===== src/rtl/if_id_queue_pkg.sv =====
// if_id_queue_pkg: default IF/ID widths and entry layout {pc, instr, pred}, with pred in bit 0.
package if_id_queue_pkg;
   localparam int Instruction_Address_size = 32;
   localparam int Instruction_size = 32;
   localparam int ENTRY_W = Instruction_Address_size + Instruction_size + 1;
   localparam int PRED_OFF = 0;
   localparam int INSTR_OFF = 1;
   localparam int PC_OFF = INSTR_OFF + Instruction_size;
   function automatic int entry_w(int aw, int iw);
      return aw + iw + 1;
   endfunction
endpackage


===== src/rtl/if_id_queue_mem.sv =====
// if_id_queue_mem: DEPTH x EW register array, one write port and one async read port, no reset.
module if_id_queue_mem import if_id_queue_pkg::*; #(
   parameter int DEPTH = 4,
   parameter int EW = ENTRY_W
) (
   input  logic                     clk,
   input  logic                     we_i,
   input  logic [$clog2(DEPTH)-1:0] waddr_i,
   input  logic [EW-1:0]            wdata_i,
   input  logic [$clog2(DEPTH)-1:0] raddr_i,
   output logic [EW-1:0]            rdata_o
);
   logic [EW-1:0] mem_q [DEPTH];
   always_ff @(posedge clk)
      if (we_i) mem_q[waddr_i] <= wdata_i;
   assign rdata_o = mem_q[raddr_i];
endmodule


===== src/rtl/if_id_queue.sv =====
// if_id_queue: DEPTH-entry IF->ID decoupling FIFO with valid/ready on both sides and single-cycle discard.
// Define IF_ID_BYPASS_EN for a combinational in->out path when the queue is empty.
module if_id_queue import if_id_queue_pkg::*; #(
   parameter int ADDR_W = Instruction_Address_size,
   parameter int INSTR_W = Instruction_size,
   parameter int DEPTH = 4
) (
   input  logic                       clk,
   input  logic                       rst,
   input  logic                       in_valid,
   output logic                       in_ready,
   input  logic [ADDR_W-1:0]          in_pc,
   input  logic [INSTR_W-1:0]         in_instr,
   input  logic                       in_pred,
   output logic                       out_valid,
   input  logic                       out_ready,
   output logic [ADDR_W-1:0]          out_pc,
   output logic [INSTR_W-1:0]         out_instr,
   output logic                       out_pred,
   input  logic                       discard,
   output logic [$clog2(DEPTH):0]     count
);
   localparam int PW = $clog2(DEPTH);
   localparam int CW = PW + 1;
   localparam int EW = entry_w(ADDR_W, INSTR_W);
   logic [PW-1:0] wr_q, wr_d, rd_q, rd_d;
   logic [CW-1:0] count_q, count_d;
   logic [EW-1:0] rd_data, head;
   logic byp, push, pop;
`ifdef IF_ID_BYPASS_EN
   // Bypass is held off while reset is asserted so reset always presents a bubble.
   assign byp = rst && count_q == '0 && in_valid && !discard;
`else
   assign byp = 1'b0;
`endif
   assign in_ready = count_q != CW'(DEPTH);
   assign out_valid = count_q != '0 || byp;
   assign pop = count_q != '0 && out_ready;
   assign push = in_valid && in_ready && !(byp && out_ready);
   assign count = count_q;
   always_comb begin
      wr_d = discard ? '0 : wr_q + PW'(push);
      rd_d = discard ? '0 : rd_q + PW'(pop);
      count_d = discard ? '0 : count_q + CW'(push) - CW'(pop);
   end
   always_ff @(posedge clk or negedge rst)
      if (!rst) begin
         wr_q <= '0;
         rd_q <= '0;
         count_q <= '0;
      end else begin
         wr_q <= wr_d;
         rd_q <= rd_d;
         count_q <= count_d;
      end
   if_id_queue_mem #(.DEPTH(DEPTH), .EW(EW)) u_mem (
      .clk(clk),
      .we_i(push && !discard),
      .waddr_i(wr_q),
      .wdata_i({in_pc, in_instr, in_pred}),
      .raddr_i(rd_q),
      .rdata_o(rd_data)
   );
   assign head = byp ? {in_pc, in_instr, in_pred} : rd_data;
   assign out_pc = out_valid ? head[INSTR_OFF+INSTR_W +: ADDR_W] : '0;
   assign out_instr = out_valid ? head[INSTR_OFF +: INSTR_W] : '0;
   assign out_pred = out_valid ? head[PRED_OFF] : 1'b0;
endmodule


===== config.mk =====
export PLATFORM = sky130hd
export DESIGN_NAME = if_id_queue
export DESIGN_NICKNAME = d
export VERILOG_FILES = /design/src/rtl/if_id_queue_pkg.sv /design/src/rtl/if_id_queue_mem.sv /design/src/rtl/if_id_queue.sv
export SDC_FILE = /design/constraint.sdc
export NUM_CORES = 1
export LEC_CHECK = 0
export CAP_MARGIN = 20
export CORE_ASPECT_RATIO = 0.75
export CORE_MARGIN = 2
export CORE_UTILIZATION = 59
export DETAILED_ROUTE_END_ITERATION = 7
export MAX_ROUTING_LAYER = met4
export PLACE_DENSITY = 0.88
export SYNTH_ARGS = -nofsm -noshare
export SYNTH_HDL_FRONTEND = slang
export SYNTH_SLANG_ARGS = --single-unit

===== constraint.sdc =====
create_clock -name clk -period 14.6 [get_ports clk]
set_input_delay 2.19 -clock clk [delete_from_list [all_inputs] [get_ports clk]]
set_output_delay 2.19 -clock clk [all_outputs]
set_load 0.01 [all_outputs]

Word-level counts from Yosys, hierarchy flattened
Memory sizes are Yosys's and may differ from the RTL's.
Index checks and enable logic that the tools add are counted.
- memory bits (writable): 260
- memories kept: 1
- output and inout port bits: 70
- input port bits: 70
- register bits: 7
- memories (name ; depth ; width ; rd ports ; clocked after memory_dff ; wr ports ; RTL line ; source):
    u_mem.mem_q ; 4 ; 65 ; 1 ; 0 ; 1 ; if_id_queue_mem.sv:13 ; logic [EW-1:0] mem_q [DEPTH];
- reduce and logical (&&, ||, !) cells: 5
- muxes and demuxes: 8
- add/subtract/negate cells: 4
- equal/unequal tests: 1
- operators with widths (operator ; number):
    32-bit 2-to-1 mux ; 2
    2-bit by 1-bit adder with 2-bit output ; 2
    2-bit 2-to-1 mux ; 2
    3-bit by 1-bit adder with 3-bit output ; 1
    1-bit logical AND ; 3
    1-bit 2-to-1 mux ; 3
    3-bit 2-to-1 mux ; 1
    3-bit inequality test, second input constant ; 1
    3-bit nonzero test ; 1
    3-bit by 1-bit subtractor with 3-bit output ; 1
    1-bit zero test ; 1

Depth between registers and ports, before layout
- depth after elaboration: 5
- mapped depth: 10

Hierarchy
A second synthesis with hierarchy kept.
- cells, all modules: 448
- area, all modules: 10288.6 sq um
- modules (own cells, without submodules) (module ; area an instance (sq um) ; instances ; cells an instance):
    if_id_queue_mem ; 9455.3 ; 1 ; 343
    if_id_queue ; 833.3 ; 1 ; 105

Least setup slack after synthesis
No wires, ideal clock.
- kind: input to register
- start point: input port discard
- end point: memory u_mem.mem_q[2][0] (netlist bit) (enable)
- path slack: 4719 ps
- arrival: 9210 ps
- required time: 13929 ps
- cell stages on the path: 3
- cell sequence: clkbuf_1 -> nand2b_1 -> nor4b_1
- word-level cells in the longest chain between the ends: 4
- ends and longest elaborated chain (what ; RTL line ; source):
    start: declaration ; if_id_queue.sv:20 ; input logic discard,
    1-bit zero test ; if_id_queue.sv:58 ; .we_i(push && !discard),
    1-bit logical AND ; if_id_queue.sv:58 ;
    1-bit 2-to-1 mux ; if_id_queue_mem.sv:15 ; if (we_i) mem_q[waddr_i] <= wdata_i;
    1-bit 2-to-1 mux (implied by the code) ; if_id_queue_mem.sv:15 ;
    end: declaration ; if_id_queue_mem.sv:13 ;
No other way between the ends.

Worst setup path after layout
- start point: register rd_q[0]
- end point: output port out_pc[29]
- word-level cells in the longest chain between the ends: 2
- ends and longest elaborated chain (what ; RTL line ; source):
    start: declaration ; if_id_queue.sv:26 ; logic [PW-1:0] wr_q, wr_d, rd_q, rd_d;
    start signal: assignment ; if_id_queue.sv:53 ; rd_q <= rd_d;
    memory 4 x 65 bit ; - ;
    32-bit 2-to-1 mux ; if_id_queue.sv:65 ; assign out_pc = out_valid ? head[INSTR_OFF+INSTR_W +: ADDR_W] : '0;
    end: declaration ; if_id_queue.sv:17 ; output logic [ADDR_W-1:0] out_pc,
No other way between the ends.

==> results.md <==
* Ant diodes at 0
* Finished layout cell area at 0.0128 mm^2
* Share of layout cells above drive strength 1 at 18.5%
* Setup Crit Path Kind: flip-flop to primary output
* R2r setup slk at 11740 ps
* Worst-path clk slew at 60 ps
* Worst Hold Class: flip-flop to flip-flop
* TritonCTS clock tree: built
* Maxcap violations at 0
* Die W at 156 um
* Pin count of the biggest net entering global routing at 68
* Routed WL at 18800 um
* Critical Path Max Stage Delay at 780 ps
* Synth Register Bits at 267
* Clk buf depth at 3
* Crit path DAT at 3340 ps
* TritonCTS buffer count at 24
* Routed len/inst at 22.6 um
* Crit path launch type: flip-flop
* PwrDens at 178 mW/mm^2
* Slowest cell on the critical path: buf_4
* FMAX at 181 MHz
* Place WS at 9520 ps
* Area grow syn2layout at 24.1%
* Rel. slew slack at 36.0%
* Setup-failing EPs final at 0
* Cts hold-fix bufs at 0
* # rows at 41
* Final WS setup at 9070 ps
* Critical path data required time at 12410 ps
* Ys Warns at 0
* Synth unique cells at 22
* H-tree levels at 1
* Syn Inst Count at 448
* Core region area at 0.0169 mm^2
* Clock Root Buffer: clkbuf_16
* Final Hold Viols at 0
* Nets at 674
* Routed Antenna Nets at 0
* Die Y at 118 um
* Worst Max-Slew Pin Slew at 960 ps
* Vias in the first global route at 5144
* Die area at 0.0185 mm^2
* First-pass GRT wire length at 29000 um
* Starting density of the core at 60.7%
* Post-Layout Cell Count at 832
* Drc violations at 0
* Via density at 5.84
* Fillers at 951
* Final Wtd Congestion at 0.745
* Post_cts resized at 0
* Slew Limit Fails at 0
* Mapped Nets at 523
* Setup bufs post-CTS at 0
* Post-Syn Area at 0.0103 mm^2
* Dpl cells at 785
* DR vias at 4857
* Syn Area/Cell at 22.9 um^2
* Crit. End Element: primary output
* Fin crit period at 5530 ps
* Dpl cell area at 0.0118 mm^2
* Outcome: complete, no violations
* Starting DRT DRC Count at 420
* Worst-path cell chain: buf_4, mux4_2, and2_1, clkdlybuf4s50_1
* Clock sink total at 267
* Pre-antenna DRT Iters at 4
* Most common cell after layout, fill and taps aside: edfxtp_1
* Skew-Pair Late Insertion Delay at 510 ps
* Maximum vdd drop at 0.132 mV
* Crit path max fanout at 43
* Hold Slack at 588 ps
* Unrepaired setup endpoints after global routing: false
* Commonest non-fill, non-tap cells in the layout: 260 x edfxtp_1, 139 x clkdlybuf4s50_1, 66 x and2_1
* Setup TNS at 0 ps
* IO Count at 140
* Dpl hpwl at 10600 um
* Leakage power at 0.00408 uW
* Buffers on Ports at 139
* Gr usage total at 21.3%
* Fin crit share at 37.9%
* Initial antenna violation count at 0
* Post-synthesis sequential area ratio at 77.7%
* Overflow after GRT at 0
* Clk_skew at 22.3 ps
[path summary, 6_finish.rpt]
check / from / end / cells after the start
max: rd_q[0]$_DFF_PN0_ / out_pc[29] / 4
min: wr_q[1]$_DFF_PN0_ / wr_q[1]$_DFF_PN0_ / 2
max reg2reg: count[1]$_DFF_PN0_ / count[2]$_DFF_PN0_ / 9
min reg2reg: wr_q[1]$_DFF_PN0_ / wr_q[1]$_DFF_PN0_ / 2
max in group asynchronous: rst / rd_q[0]$_DFF_PN0_ / 1
min in group asynchronous: rst / rd_q[0]$_DFF_PN0_ / 1
[metal layers]
layer  vias up  GRT usage [%]  wire, um
met2       182           33.7      9340
met3        28           4.47      1280
met1      2528           29.4      7840
met5         -              -         0
met4         0           4.53       308
li1       2119              -         -
[report_power, final]
group | switching [uW] | internal [uW]
combinational | 285 | 389
clock | 254 | 418
sequential | 35.5 | 893
total | 575 | 1700
[flip-flops by register name, summed over array words and instances (netlist names)]
| signal | flops |
|---|---|
| rd_q | 2 |
| wr_q | 2 |
| count | 3 |
| u_mem.mem_q | 260 |
[through the flow]
step,utilization (%),power (uW)
6_report,75.3,2280
5_1_grt,75.3,2370
4_1_cts,75.0,2280
3_5_place_dp,69.9,1610
3_3_place_gp,69.9,1590
2_1_floorplan,-,1310
[layout make-up]
| cell class | instances | area (um^2) | share of cell area [%] |
|---|---|---|---|
| multi-input cells | 156 | 2140 | 16.8 |
| repair buffers | 147 | 1490 | 11.7 |
| clock inverters | 14 | 214 | 1.68 |
| well taps | 215 | 269 | 2.11 |
| clock buffers | 30 | 644 | 5.05 |
| inverters | 3 | 11.3 | 0.0883 |
| flip-flops and latches | 267 | 7990 | 62.6 |
[worst max-delay path, delay by kind of cell, from the launching register on]
family,cells,cell delay (ps)
flip-flops,1,740
multiplexers,1,590
buffers and inverters,2,1270
AND/OR/NAND/NOR,1,190
[cells by family (layout without fill, tap and decap cells)]
logic type | Yosys count | in the layout | share of synthesized area (%)
DFF | 267 | 267 | 77.7
buffers and inverters | 25 | 194 | 1.89
and+or+nand+nor | 83 | 83 | 5.08
xor gates and xnor gates | 3 | 3 | 0.390
muxes | 65 | 65 | 14.3
adders and majority gates | 5 | 5 | 0.682
[cells in the mapped netlist]
master / n / area, um^2
nand2b_1: 2 / 12.5
inv_1: 3 / 11.3
xnor2_1: 2 / 17.5
edfxtp_1: 260 / 7810
buf_6: 1 / 11.3
xnor3_1: 1 / 22.5
and2_1: 66 / 413
buf_2: 6 / 30.0
clkbuf_1: 9 / 33.8
ha_1: 4 / 50.1
nor2b_1: 4 / 25.0
buf_12: 5 / 100
nor3b_1: 1 / 7.51
or3_1: 1 / 6.26
nor4bb_1: 2 / 20.0
fa_1: 1 / 20.0
nor2_1: 5 / 18.8
and4b_1: 1 / 10.0
mux4_2: 65 / 1460
buf_4: 1 / 7.51
nor4b_1: 1 / 8.76
dfrtp_1: 7 / 175
(Power assumes the default switching activity.)
==> patch, RTL diff (same flow settings) <==
`DEPTH` is set to 4 in 2 places; all go to 2.
--- a/src/rtl/if_id_queue_mem.sv
+++ b/src/rtl/if_id_queue_mem.sv
@@ -2,3 +2,3 @@
 module if_id_queue_mem import if_id_queue_pkg::*; #(
-   parameter int DEPTH = 4,
+   parameter int DEPTH = 2,
    parameter int EW = ENTRY_W
--- a/src/rtl/if_id_queue.sv
+++ b/src/rtl/if_id_queue.sv
@@ -5,3 +5,3 @@
    parameter int INSTR_W = Instruction_size,
-   parameter int DEPTH = 4
+   parameter int DEPTH = 2
 ) (
Interface: changed (resized count); port bits go from 140 to 139. No check against the original RTL was run, so the function may have changed too.
==> patch against the original RTL <==
Routed wire length is 38% lower. Area after synthesis fell by 49%. Setup slack improved by 0.78 ns. Combinational power decreased by 32%. Largest cell class unchanged. Cell area is 43% lower. Sequential share of layout area down 7.4 points. Count of clock-buffer cells in the layout shrank 12. Power decreased by 39%. Clock skew down 0.012 ns. Die area fell by 48%. Sequential cell count shrank 133.
==> patch: results (changes against the original RTL) <==
The buffer depth of the longest clock path is 2 (-1), and the initial core utilization is 61.2% (+0.55 points). The total of buffers placed on input and output ports is 138 (-0.72%), and the share of the yosys chip area belonging to registers is 77.0% (-0.69 points). The Yosys warning count is 0 (unchanged), and the actual slew at the worst max-slew pin is 0.548 ns (-0.411 ns). For the distinct cell type count after synthesis, the log shows 21 (-4.5%). In this design, the largest share of critical-path delay is due to buffers and inverters. The worst voltage drop across the vdd grid was 0.162 mV (+24%).

For the count of fill cells added during filler insertion, the log shows 403 (-58%). Maximum fanout along the worst path: 42 (-2.3%). The tools report the DRC marker count from the first detailed-route iteration as 132 (-69%). For the number of iterations in the first detailed-routing pass, the log shows 4 (unchanged).

For this run, the leading register cell type out of synthesis is sky130_fd_sc_hd__edfxtp_1. For the wire length of the first global-routing pass, the log shows 17600 um (-39%). Buffer type at the clock tree root: sky130_fd_sc_hd__clkbuf_16. The register ranked first by flip-flop count was u_mem.mem_q. The logs give 0.796 (+6.9%) for the final weighted congestion in routability-driven placement and 3290 (-36%) for the via count of the first global-routing pass.

Half-perimeter wire length after placement: 6590 um (-38%). The critical path starts at count[1]$_DFF_PN0_. All-layer global routing usage: 26.2% (+4.9 points).

Number of buffers inserted to repair setup after CTS: 0 (unchanged). Sorting the synthesized cells by how often they occur yields sky130_fd_sc_hd__edfxtp_1, sky130_fd_sc_hd__nor2_1, sky130_fd_sc_hd__mux2i_1, sky130_fd_sc_hd__buf_12. For the pin count of the biggest net entering global routing, the log shows 67 (-1.5%). Slack of the worst reg-to-reg path: 12.60 ns (+0.86 ns).

The startpoint of the lowest-slack hold path was count[1]$_DFF_PN0_. Number of slew-limit violations in the final report: 0 (unchanged). The share of cells above drive strength 1 was 8.68% (-9.8 points). The post-cts resize count came out at 0 (unchanged). For the initial antenna violation count, the log shows 0 (unchanged). The async set-reset flop share out of synthesis works out to 2.99% (+0.36 points).

The critical path's largest stage delay is 0.53 ns (-0.25 ns). After synthesis, the cell types taking the most area are sky130_fd_sc_hd__edfxtp_1, sky130_fd_sc_hd__mux2i_1, sky130_fd_sc_hd__nor2_1. The average via count per standard cell was 5.50 (-5.9%). The tools report the number of nets in the finished design as 520 (-23%).

The tools report the synthesized netlist net count as 372 (-29%). The deepest level of the CTS H-tree was 4 (+3). The flow ran to the end, and the final reports show no timing, DRC or antenna violations.

Cell with the largest stage delay on the worst path: sky130_fd_sc_hd__clkdlybuf4s50_1. The wire length per cell came out at 20.6 um (-8.6%). The antenna cell count came out at 0 (unchanged).

The run gives 2.46 nW (-40%) as the standby leakage power. The tightest min-delay check is of the reg2reg type. The worst reg2reg path depth was 8 (-1). The insertion delay of the later-clocked pin in the worst-skew pair was 0.41 ns (-0.10 ns). The number of flip-flops under the largest register name is 130 (-50%). After clock tree synthesis, the clock-pin slew on the worst setup and hold paths is 0.05 ns. The setup skew after layout came out at 0.00994 ns (-0.0123 ns). The TritonCTS buffer count was 17 (-29%); the critical path arrival was 2.55 ns (-0.79 ns). Number of synthesized flops with an enable pin: 130 (-50%).

The critical path ends at out_instr[25]. Reg-to-reg critical path endpoint: count[1]$_DFF_PN0_.
## patch: layer usage
layer	up-vias	part of all wire [%]	track usage, %
li1	1406	-	-
met1	1533	39	29.0
met2	158	52	44.6
met3	30	6.4	8.21
met4	0	2.5	10.5
met5	-	0	-
## patch: how the worst min path moves through the flow
stage / cells after the start / to / slack, ns
after floorplan: 2 / wr_q$_DFF_PN0_ / 0.59
after global placement: 2 / wr_q$_DFF_PN0_ / 0.61
after detailed placement: 2 / wr_q$_DFF_PN0_ / 0.64
after CTS: 2 / wr_q$_DFF_PN0_ / 0.66
after global routing: 2 / count[1]$_DFF_PN0_ / 0.72
final: 2 / count[1]$_DFF_PN0_ / 0.69
## patch: logic make-up after synthesis
family,after synthesis,share of synthesized area (%)
AO/OA/AOI/OAI,1,0.0962
buffers and inverters,18,3.32
flip-flops,134,77.0
XOR/XNOR,2,0.337
AND/OR/NAND/NOR,77,6.02
adder cells (fa/ha/maj),2,0.481
multiplexers,66,12.7
## patch: area by class of cell
| type | count | share of cell area (%) |
|---|---|---|
| inverters | 3 | 0.155 |
| clock inverters | 14 | 2.52 |
| flip-flops and latches | 134 | 55.3 |
| multi-input cells | 148 | 14.3 |
| well taps | 108 | 1.86 |
| repair buffers | 144 | 20.0 |
| clock buffers | 18 | 5.92 |
## patch: where the power goes
part | switching (W) | internal (W)
clock | 0.000157 | 0.000284
combinational | 0.000225 | 0.000234
sequential | 0.0000214 | 0.000465
total | 0.000403 | 0.000983
## patch: worst register-to-register path: cells and delay by family, from the launching register on
| kind | cells | cell delay (ns) |
|---|---|---|
| AND/OR/NAND/NOR | 2 | 0.29 |
| AO/OA/AOI/OAI | 1 | 0.38 |
| adder cells (fa/ha/maj) | 2 | 0.48 |
| XOR/XNOR | 1 | 0.16 |
| buffers and inverters | 2 | 0.13 |
| flip-flops | 1 | 0.46 |
## patch: metrics by stage
stage | worst slack (ns) | instances | hold WS, ns | power, W | instance area [um^2]
2_1_floorplan | 7.00 | 300 | 0.586 | 0.000738 | 5200
3_3_place_gp | 10.28 | 536 | 0.609 | 0.000931 | 6610
3_5_place_dp | 10.25 | 536 | 0.641 | 0.000941 | 6610
4_1_cts | 9.78 | 568 | 0.664 | 0.00139 | 7220
5_1_grt | 9.72 | 569 | 0.718 | 0.00144 | 7250
6_report | 9.86 | 569 | 0.690 | 0.00139 | 7250
